## config.mk

```make
export PLATFORM = sky130hd
export DESIGN_NAME = shift_register_ctrl
export DESIGN_NICKNAME = d
export VERILOG_FILES = /design/src/rtl/shift_register_ctrl.sv
export SDC_FILE = /design/constraint.sdc
export NUM_CORES = 1
export LEC_CHECK = 0
export CAP_MARGIN = 20
export CORE_ASPECT_RATIO = 0.8
export CORE_MARGIN = 10
export CORE_UTILIZATION = 50
export CTS_CLUSTER_SIZE = 40
export DETAILED_ROUTE_END_ITERATION = 6
export PLACE_DENSITY = 0.84
export SETUP_SLACK_MARGIN = 0.3
export SYNTH_ARGS = -nofsm -noshare
export SYNTH_HDL_FRONTEND = slang
export SYNTH_SLANG_ARGS = --single-unit
```

## constraint.sdc

```tcl
create_clock -name clock -period 1.9 [get_ports clock]
set_clock_uncertainty 0.2 [all_clocks]
set_input_delay 0.19 -clock clock [delete_from_list [all_inputs] [get_ports clock]]
set_output_delay 0.19 -clock clock [all_outputs]
set_load 0.1 [all_outputs]
```

## src/rtl/shift_register_ctrl.sv

```systemverilog
// Button-driven bidirectional shift register: debounced left/right/load buttons with
// fill/rotate/arithmetic modes. Define SHIFT_REGISTER_AUTOREPEAT_EN for held-button auto-repeat.
module shift_register_ctrl #(
  parameter int unsigned WIDTH           = 8,
  parameter int unsigned DEBOUNCE_CYCLES = 50000,
  parameter int unsigned REPEAT_DELAY    = 500000,
  parameter int unsigned REPEAT_PERIOD   = 100000
) (
  input  logic             clock,
  input  logic             reset,
  input  logic             button_left,
  input  logic             button_right,
  input  logic             button_load,
  input  logic             serial_left,
  input  logic             serial_right,
  input  logic [1:0]       mode,
  input  logic [WIDTH-1:0] load_data,
  output logic [WIDTH-1:0] data_out,
  output logic             all_ones,
  output logic             all_zeros
);

  localparam int unsigned CntW = (DEBOUNCE_CYCLES > 1) ? $clog2(DEBOUNCE_CYCLES) : 1;

  if (WIDTH < 2 || DEBOUNCE_CYCLES < 1 || REPEAT_DELAY < 1 || REPEAT_PERIOD < 1) begin : g_bad_cfg
    $error("shift_register_ctrl: illegal parameter value");
  end

  logic [2:0] btn_raw;
  logic [2:0] btn_event;

  assign btn_raw = {button_load, button_right, button_left};

  for (genvar i = 0; i < 3; i++) begin : g_btn
    logic            sync1_q, sync2_q, level_q, level_prev_q, event_q;
    logic [CntW-1:0] cnt_q;
    logic            press;
    logic            rep_fire;

    // Press is a debounced 1->0 seen one cycle late, so the event register adds one more stage
    assign press = level_prev_q & ~level_q;

    always_ff @(posedge clock) begin
      if (!reset) begin
        sync1_q      <= 1'b1;
        sync2_q      <= 1'b1;
        level_q      <= 1'b1;
        level_prev_q <= 1'b1;
        event_q      <= 1'b0;
        cnt_q        <= '0;
      end else begin
        sync1_q      <= btn_raw[i];
        sync2_q      <= sync1_q;
        level_prev_q <= level_q;
        event_q      <= press | rep_fire;
        if (sync2_q == level_q) begin
          cnt_q <= '0;
        end else if (cnt_q == CntW'(DEBOUNCE_CYCLES - 1)) begin
          level_q <= sync2_q;
          cnt_q   <= '0;
        end else begin
          cnt_q <= cnt_q + 1'b1;
        end
      end
    end

`ifdef SHIFT_REGISTER_AUTOREPEAT_EN
    if (i < 2) begin : g_rep
      localparam int unsigned RepMax = (REPEAT_DELAY > REPEAT_PERIOD) ? REPEAT_DELAY
                                                                      : REPEAT_PERIOD;
      localparam int unsigned RepW   = (RepMax > 1) ? $clog2(RepMax) : 1;

      logic [RepW-1:0] hold_cnt_q;
      logic            hold_active_q;
      logic            first_q;

      // First repeat waits REPEAT_DELAY after the press event, later ones REPEAT_PERIOD
      assign rep_fire = hold_active_q & ~level_q &
                        (hold_cnt_q == (first_q ? RepW'(REPEAT_DELAY - 1)
                                                : RepW'(REPEAT_PERIOD - 1)));

      always_ff @(posedge clock) begin
        if (!reset) begin
          hold_active_q <= 1'b0;
          first_q       <= 1'b0;
          hold_cnt_q    <= '0;
        end else if (press) begin
          hold_active_q <= 1'b1;
          first_q       <= 1'b1;
          hold_cnt_q    <= '0;
        end else if (hold_active_q) begin
          if (level_q) begin
            hold_active_q <= 1'b0;
          end else if (rep_fire) begin
            first_q    <= 1'b0;
            hold_cnt_q <= '0;
          end else begin
            hold_cnt_q <= hold_cnt_q + 1'b1;
          end
        end
      end
    end else begin : g_norep
      assign rep_fire = 1'b0;
    end
`else
    assign rep_fire = 1'b0;
`endif

    assign btn_event[i] = event_q;
  end

  logic             ev_left, ev_right, ev_load;
  logic [WIDTH-1:0] data_q;
  logic [WIDTH-1:0] shifted;

  assign ev_left  = btn_event[0];
  assign ev_right = btn_event[1];
  assign ev_load  = btn_event[2];

  always_comb begin
    shifted = data_q;
    if (ev_left) begin
      case (mode)
        2'b00:   shifted = {data_q[WIDTH-2:0], serial_left};
        2'b01:   shifted = {data_q[WIDTH-2:0], data_q[WIDTH-1]};
        2'b11:   shifted = {data_q[WIDTH-2:0], 1'b0};
        default: shifted = data_q;
      endcase
    end else begin
      case (mode)
        2'b00:   shifted = {serial_right, data_q[WIDTH-1:1]};
        2'b01:   shifted = {data_q[0], data_q[WIDTH-1:1]};
        2'b11:   shifted = {data_q[WIDTH-1], data_q[WIDTH-1:1]};
        default: shifted = data_q;
      endcase
    end
  end

  always_ff @(posedge clock) begin
    if (!reset) begin
      data_q <= '0;
    end else if (ev_load) begin
      data_q <= load_data;
    end else if (ev_left ^ ev_right) begin
      data_q <= shifted;
    end
  end

  assign data_out  = data_q;
  assign all_ones  = &data_q;
  assign all_zeros = ~|data_q;

endmodule

```

## Word-level counts from Yosys, hierarchy flattened

Cells that the tools add are included.

- Word-level logic and storage cells: 63
- Flip-flop bits (word level): 71
- Bits of input ports: 17
- Output and inout bits: 10

- Reduce and logical (&&, ||, !) cells: 15
- Equality and inequality tests: 9
- Add/subtract/negate cells: 3
- Bitwise operators: 11
- Mux-type cells: 5

Operator list:

| cell | count |
|---|---|
| $add A16 B1 Y16 const B | 3 |
| $eq A16 B16 Y1 const B | 3 |
| $pmux W8 S3 | 2 |
| $mux W8 | 3 |
| $reduce_or A3 Y1 | 3 |
| $reduce_and A2 Y1 | 4 |
| $reduce_and A8 Y1 | 1 |
| $reduce_bool A4 Y1 | 2 |
| $reduce_or A8 Y1 | 1 |
| $not A1 Y1 | 7 |
| $reduce_and A4 Y1 | 1 |
| $and A1 B1 Y1 | 3 |
| $eq A1 B1 Y1 | 3 |
| $ne A3 B3 Y1 const B | 1 |
| $eq A2 B1 Y1 const B | 1 |
| $eq A2 B2 Y1 const B | 1 |
| $logic_not A2 Y1 | 1 |
| $reduce_bool A2 Y1 | 1 |
| $logic_not A1 Y1 | 1 |
| $xor A1 B1 Y1 | 1 |

## Depth between registers and ports, before layout

Gate-level depths: netlist (run 1).

- Depth in word-level cells: 5
- Gate-level depth with buffers: 6
- Mapped depth without buffers: 5

## Worst setup path after synthesis (run 1)

OpenSTA, ideal clock, no wires.

- Path type: flip-flop to output port
- Start: register data_q[4], in the netlist data_out[4]
- End: output all_zeros
- Path slack: -1.064 ns
- Arrival: 2.574 ns
- Buffers on the path: 0
- Stages on the path, launching flop included: 3
- Required time: 1.510 ns
- Cell sequence: dfxtp_1 -> or4_1 -> nor2_1

- Word-level cells in the longest chain between the ends: 2

RTL lines:

| element | line | RTL |
|---|---|---|
| from (decl) | 113 | `logic [WIDTH-1:0] data_q;` |
| from (signal assigned) | 143 | `data_q <= load_data;` |
| from (signal assigned) | 145 | `data_q <= shifted;` |
| $reduce_or A8 Y1 | 151 | `assign all_zeros = ~\|data_q;` |
| $logic_not A1 Y1 | 151 |  |
| to (decl) | 20 | `output logic all_zeros` |

Every way passes these cells.

## Final worst setup path (run 1)

- Start: register g_btn[2].cnt_q[5]
- End: register g_btn[2].cnt_q[15]

- Word-level cells in the longest chain between the ends: 2
- Elaborated cells between the ends (all ways): 3
- Classes of those cells: add/sub (1); eq/ne (1); reduce/logical (1)

RTL lines:

| element | line | RTL |
|---|---|---|
| from (decl) | 36 | `logic [CntW-1:0] cnt_q;` |
| from (signal assigned) | 62 | `cnt_q <= cnt_q + 1'b1;` |
| branches (longest 2 deep; another with $add A16 B1 Y16) | - |  |

Parallel ways; which one is timed is not known.
A chain may end at the register's enable or synchronous reset.

==> results.cfg, run 1 <==
[sta]
whs_ps = 200.8
min_period_over_period_pct = 102.7
setup-violations-final = 32
slew_headroom_pct = 61.26
fmax_mhz = 512.7
fin_ws_ps = -50.64
hold_viol_final = 0
tightestPinTransition_ps = 579.1
maxSlewViolCount = 0
rsz0062_at_grt = true
fin_crit_ps = 1951

[logic_synthesis]
postSynth.asyncResetShare_pct = 0
syn_area_sq_um = 3139
ys.flop_type = dfxtp_1
synth.distinct_cells = 38
ys_seq_area_share_pct = 45.28
synth.avg_cell_area_sq_um = 9.047
yosysWarnings = 0
synth_edf_count = 0
syn-num-nets = 367
ys_ff_latch = 71
synth_cells = 347

[critical_path]
worst-path-buf-inv = 0
cpLargestDelayFamily = simple AND/OR/NAND/NOR gates
cp_slowest_cell = or4_4
worstPathCellList = or4_1, or4_4, nand3_4, a21oi_2
path_max_fanout = 7
critPathRequiredTime_ps = 1910
crit_path_end_kind = flop
cp-start-kind = flop
worstSetupPathType = flop to flop
worst_ep_arrival_time_ps = 1960
slowest_delay_ps = 560

[status]
violations = negative setup slack
status = finished with violations

[place]
gp_congestion = 0.8815
port_buffers = 26
post-dp-hpwl_microns = 4684

[pwr]
powerDensity_nw_per_um2 = 594.5
internal_power_mw = 2.018
clkPwrFrac_pct = 39.6
p_total_mw = 2.600
comb_power_share_pct = 3.4
switching_share_pct = 22.37
leakage_nw = 1.531
vdd_ir_drop_max_mv = 0.5668
switching_power_uw = 581.6
seqPwrFrac_pct = 56.9

[cts]
cts_buffers = 9
clock_sinks = 71
cts_buffer_depth = 2
root_buffer = clkbuf_8
htreeDepth = 3
clock_latency_ps = 340
postCtsHoldBufs = 0
clkSlewWorstSetupHoldPaths_ps = 70
cts_tree = yes

[die]
coreArea_sq_um = 6006
io_pins = 27
dieArea_sq_um = 9868
initial_core_util_pct = 52.27
die_x_microns = 108.6
rows = 25
die_h_microns = 90.87

[routing]
viasPerCell = 5.544
wl_microns = 7951
drc = 0
drt-initial-drc-count = 116
drt-wirelength-per-cell_microns = 15.68
antenna_left = 0
num_vias = 2811
dr.pass1.iters = 4

[global_routing]
grt_max_degree = 12
grt_pass1_wl_microns = 12810
overflow = 0
grt_util_all_layers_pct = 15.69
grt_pass1_vias = 2718
antenna_found_initial = 0

[hold_path]
hold_path.class = flop to flop

[final_layout]
nFillCells = 420
layout_commonest_cell = dfxtp_1
final_cell_mix = dfxtp_1, buf_4, nor2_1
synthToLayoutAreaGrowth_pct = 39.30
final_layout_size_suffix_gt1_share_pct = 32.86
num_antenna_cells = 0
nets = 442

[job]
drv_cap = 0
## synthesized netlist by cell type, drive strengths merged, types with 2 or more instances
| library cell | n | share of area [%] |
|---|---|---|
| xor2 | 23 | 6.4 |
| nor2b | 7 | 1.4 |
| nand2b | 11 | 2.2 |
| mux2i | 16 | 5.1 |
| or4 | 8 | 2.2 |
| o21ai | 10 | 1.6 |
| o31ai | 2 | 0.48 |
| a21oi | 6 | 0.96 |
| or4bb | 2 | 0.72 |
| ha | 3 | 1.2 |
| clkbuf | 7 | 0.84 |
| nand3 | 16 | 3.1 |
| and3 | 7 | 1.4 |
| xnor2 | 19 | 5.3 |
| dfxtp | 71 | 45 |
| inv | 8 | 0.96 |
| nor3 | 6 | 0.96 |
| nor2 | 54 | 6.5 |
| nand4b | 2 | 0.56 |
| buf | 3 | 0.96 |
| nand4 | 17 | 3.4 |
| nand2 | 25 | 3.0 |
| and4 | 4 | 1.1 |
| or3 | 3 | 0.60 |
| nor4 | 9 | 1.8 |
## timing repair
item	in CTS	in global routing
cloned	3	0
gates resized for setup	28	35
endpoints found under the setup margin	50	59
setup buffers	11	5
pin swaps	22	8
## worst reg2reg max path: stages, from the launching register on
cell and delay [ps]:
dfxtp_1 310, or4_1 520, or4_4 560, nand3_4 170, a21oi_2 60
## flip-flops by register name, summed over array words and instances (netlist names)
signal / cells
g_btn.sync1_q: 3
ev_load: 1
ev_left: 1
data_out: 8
ev_right: 1
g_btn.level_prev_q: 3
g_btn.level_q: 3
g_btn.cnt_q: 48
g_btn.sync2_q: 3
## power groups by stage
stage	registers, mW	logic, mW	clock network [mW]
floorplan	1.52	0.0296	0
global placement	1.52	0.0736	0
detailed placement	1.52	0.0749	0
CTS	1.48	0.0855	1.04
global route	1.48	0.0959	1.11
finish	1.48	0.0895	1.03
## final timing paths
path	slack [ps]	from	cells past startpoint	to
setup / recovery	-50	g_btn[2].cnt_q[5]	4	g_btn[2].cnt_q[15]
hold / removal	200	g_btn[0].level_prev_q	2	ev_left
setup reg to reg	-50	g_btn[2].cnt_q[5]	4	g_btn[2].cnt_q[15]
hold reg to reg	200	g_btn[0].level_prev_q	2	ev_left
## cells by family (layout without fill, tap and decap cells)
logic type	after synthesis	after routing	share of synthesized area (%)
XOR/XNOR	42	42	11.72
flip-flops	71	71	45.28
multiplexers	16	16	5.102
buffers and inverters	18	94	2.750
AO/OA/AOI/OAI	23	23	4.305
adder cells (fa/ha/maj)	3	3	1.196
AND/OR/NAND/NOR	174	177	29.65
## per-stage QoR
step,setup slack [ps],utilization (%),setup TNS (ps),cells,instance area (sq um)
after floorplan,-15.83,-,-260.8,347,3218
after global placement,-5.411,64.10,-9.027,473,3850
after detailed placement,-34.00,64.10,-705.2,473,3850
after CTS,-51.55,70.38,-140.8,502,4227
after global routing,-90.64,72.81,-1780,507,4373
final,-50.64,72.81,-649.8,507,4373
## cell type report
cell class              instances  area [sq um]  area share, %
clock buffers                  11         141.4          3.233
clock inverters                 4         22.52         0.5150
inverters                       8         30.03         0.6867
multi-input cells             261          1862          42.58
flip-flops and latches         71          1490          34.08
well taps                      81         101.3          2.318
repair buffers                 71         725.7          16.60
## per-layer routing
layer	vias up	global-route usage, %	part of all wire (%)
li1	1372	-	-
met1	1353	18.98	45
met2	69	25.35	49
met3	17	5.207	4.3
met4	0	5.154	1.6
met5	-	0	0
Power figures use the tool's default switching activity.
==> run 2, diff against run 1 <==
--- a/config.mk
+++ b/config.mk
@@ -13,6 +13,7 @@
 export DETAILED_ROUTE_END_ITERATION = 6
 export PLACE_DENSITY = 0.84
 export SETUP_SLACK_MARGIN = 0.3
+export SLEW_MARGIN = 20
 export SYNTH_ARGS = -nofsm -noshare
 export SYNTH_HDL_FRONTEND = slang
 export SYNTH_SLANG_ARGS = --single-unit
==> results of run 2 <==
No change in the layout: final DEF, timing and power equal those of run 1.
==> run 3, diff against run 2 <==
--- a/config.mk
+++ b/config.mk
@@ -6,12 +6,14 @@
 export NUM_CORES = 1
 export LEC_CHECK = 0
 export CAP_MARGIN = 20
+export CELL_PAD_IN_SITES_DETAIL_PLACEMENT = 0
+export CELL_PAD_IN_SITES_GLOBAL_PLACEMENT = 2
 export CORE_ASPECT_RATIO = 0.8
 export CORE_MARGIN = 10
-export CORE_UTILIZATION = 50
+export CORE_UTILIZATION = 32
 export CTS_CLUSTER_SIZE = 40
 export DETAILED_ROUTE_END_ITERATION = 6
-export PLACE_DENSITY = 0.84
+export PLACE_DENSITY = 0.86
 export SETUP_SLACK_MARGIN = 0.3
 export SLEW_MARGIN = 20
 export SYNTH_ARGS = -nofsm -noshare
==> run 3 against run 2 <==
The flow still finishes with violations (negative setup slack). Worst setup slack got worse by 28 ps. Final area rose by 2.7%. Clock-buffer cell count rose by 2. Combinational power fell by 3.2%. Die area rose by 44%. Power rose by 25%. Critical path depth did not move. Final cell count rose by 7.3%. Sequential power barely moved. Utilization fell by 26 points. Largest power group is now clock. Wire length fell by 8.7%. Global-route usage fell by 5.3 points.
==> results.cfg, run 3 (synthesis results as in run 1) <==
[sta]
min_period_over_period_pct = 104.1
fin_crit_ps = 1979
fin_setup_tns_ps = -1249
fmax_mhz = 505.4
slew_headroom_pct = 61.82
tightestPinTransition_ps = 570.7
maxSlewViolCount = 0
setup-violations-final = 33
fin_ws_ps = -78.78
hold_viol_final = 0
rsz0062_at_grt = true

[routing]
drt-initial-drc-count = 130
dr.pass1.iters = 4
antenna_left = 0
viasPerCell = 4.798
wl_microns = 7260
num_vias = 2610
drc = 0
drt-wirelength-per-cell_microns = 13.35

[global_routing]
overflow = 0
grt_max_degree = 16
grt_pass1_vias = 2496
grt_util_all_layers_pct = 10.41
antenna_found_initial = 0
grt_pass1_wl_microns = 12010

[final_layout]
layout_commonest_cell = dfxtp_1
nFillCells = 929
nets = 441
largest_register_ffs = 48
final_layout_size_suffix_gt1_share_pct = 31.53
synthToLayoutAreaGrowth_pct = 43.12
num_antenna_cells = 0
top_register = g_btn.cnt_q
final_cell_mix = dfxtp_1, buf_4, nor2_1

[cts]
clkSlewWorstSetupHoldPaths_ps = 50
htreeDepth = 3
cts_buffer_depth = 2
clock_latency_ps = 330
cts_tree = yes
clock_sinks = 71
cts_buffers = 9
postCtsHoldBufs = 0
root_buffer = clkbuf_16

[place]
post-dp-hpwl_microns = 4701
gp_congestion = 0.7346
port_buffers = 26
place_ws_ps = -56.43

[critical_path]
worst_ep_arrival_time_ps = 2000
path_common_cell = or4_4
r2r_slack_ps = -80
critPathRequiredTime_ps = 1920
worstSetupPathType = flop to flop
cp-start-kind = flop
crit_path_end_kind = flop
cp_slowest_cell = or4_4
worstPathCellList = or4_4, or4_4, mux2i_1, nand2_1
slowest_delay_ps = 580
reg2reg_depth = 4
path_max_fanout = 3

[hold_path]
hold_path.class = flop to flop
hold_depth = 1

[die]
initial_core_util_pct = 32.67
coreArea_sq_um = 9609
die_x_microns = 130.7
rows = 32
io_pins = 27
die_h_microns = 108.6
dieArea_sq_um = 14200

[status]
status = finished with violations
violations = negative setup slack

[job]
drv_cap = 0

[pwr]
powerDensity_nw_per_um2 = 722.3
vdd_ir_drop_max_mv = 0.3862
leakage_nw = 1.588
## run 3: per-layer routing
metal / wire length, microns / GRT usage, % / vias to the layer above
li1: - / - / 1365
met1: 3548 / 13.58 / 1203
met2: 3276 / 15.32 / 34
met3: 312 / 3.669 / 8
met4: 122 / 4.279 / 0
met5: 0 / 0 / -
## run 3: worst max-delay path: cells and delay by family, from the launching register on
kind,cells,cell delay [ps]
simple gates,3,1160
flops,1,320
mux,1,190
## run 3: final cells by class
type,count,area [sq um],area share (%)
multi-input cells,261,1829,40.71
inverters,8,30.03,0.6683
well taps,119,148.9,3.314
clock inverters,2,10.01,0.2228
repair buffers,70,698.2,15.54
clock buffers,13,292.8,6.516
flip-flops and latches,71,1484,33.03
## run 3: timing repair
| action | CTS | global route |
|---|---|---|
| hold endpoints to repair | 0 | 0 |
| setup endpoints to repair | 50 | 57 |
| gates resized for setup | 15 | 34 |
| buffers inserted | 6 | 9 |
| gates cloned | 2 | 1 |
| pin swaps | 15 | 15 |
## run 3: worst paths after layout
check / startpoint / end
min: g_btn[1].sync1_q / g_btn[1].sync2_q
min reg2reg: g_btn[1].sync1_q / g_btn[1].sync2_q
max: g_btn[1].cnt_q[4] / g_btn[1].level_q
max reg2reg: g_btn[1].cnt_q[4] / g_btn[1].level_q
## run 3: power breakdown
| part | leakage (nW) | internal, mW | switching (mW) |
|---|---|---|---|
| clock network | 0.152 | 1.07 | 0.608 |
| logic | 0.846 | 0.0471 | 0.0395 |
| registers | 0.591 | 1.48 | 0.00399 |
| total | 1.59 | 2.59 | 0.652 |
## run 3: stage by stage
step	total power, mW	utilization, %	area, sq um	hold slack, ps	std cells
floorplan	1.551	-	3218	85.36	347
global placement	1.597	40.43	3885	192.0	511
detailed placement	1.598	40.43	3885	191.6	511
CTS	3.293	44.70	4295	200.9	534
global route	3.357	46.76	4493	220.4	544
finish	3.245	46.76	4493	199.6	544
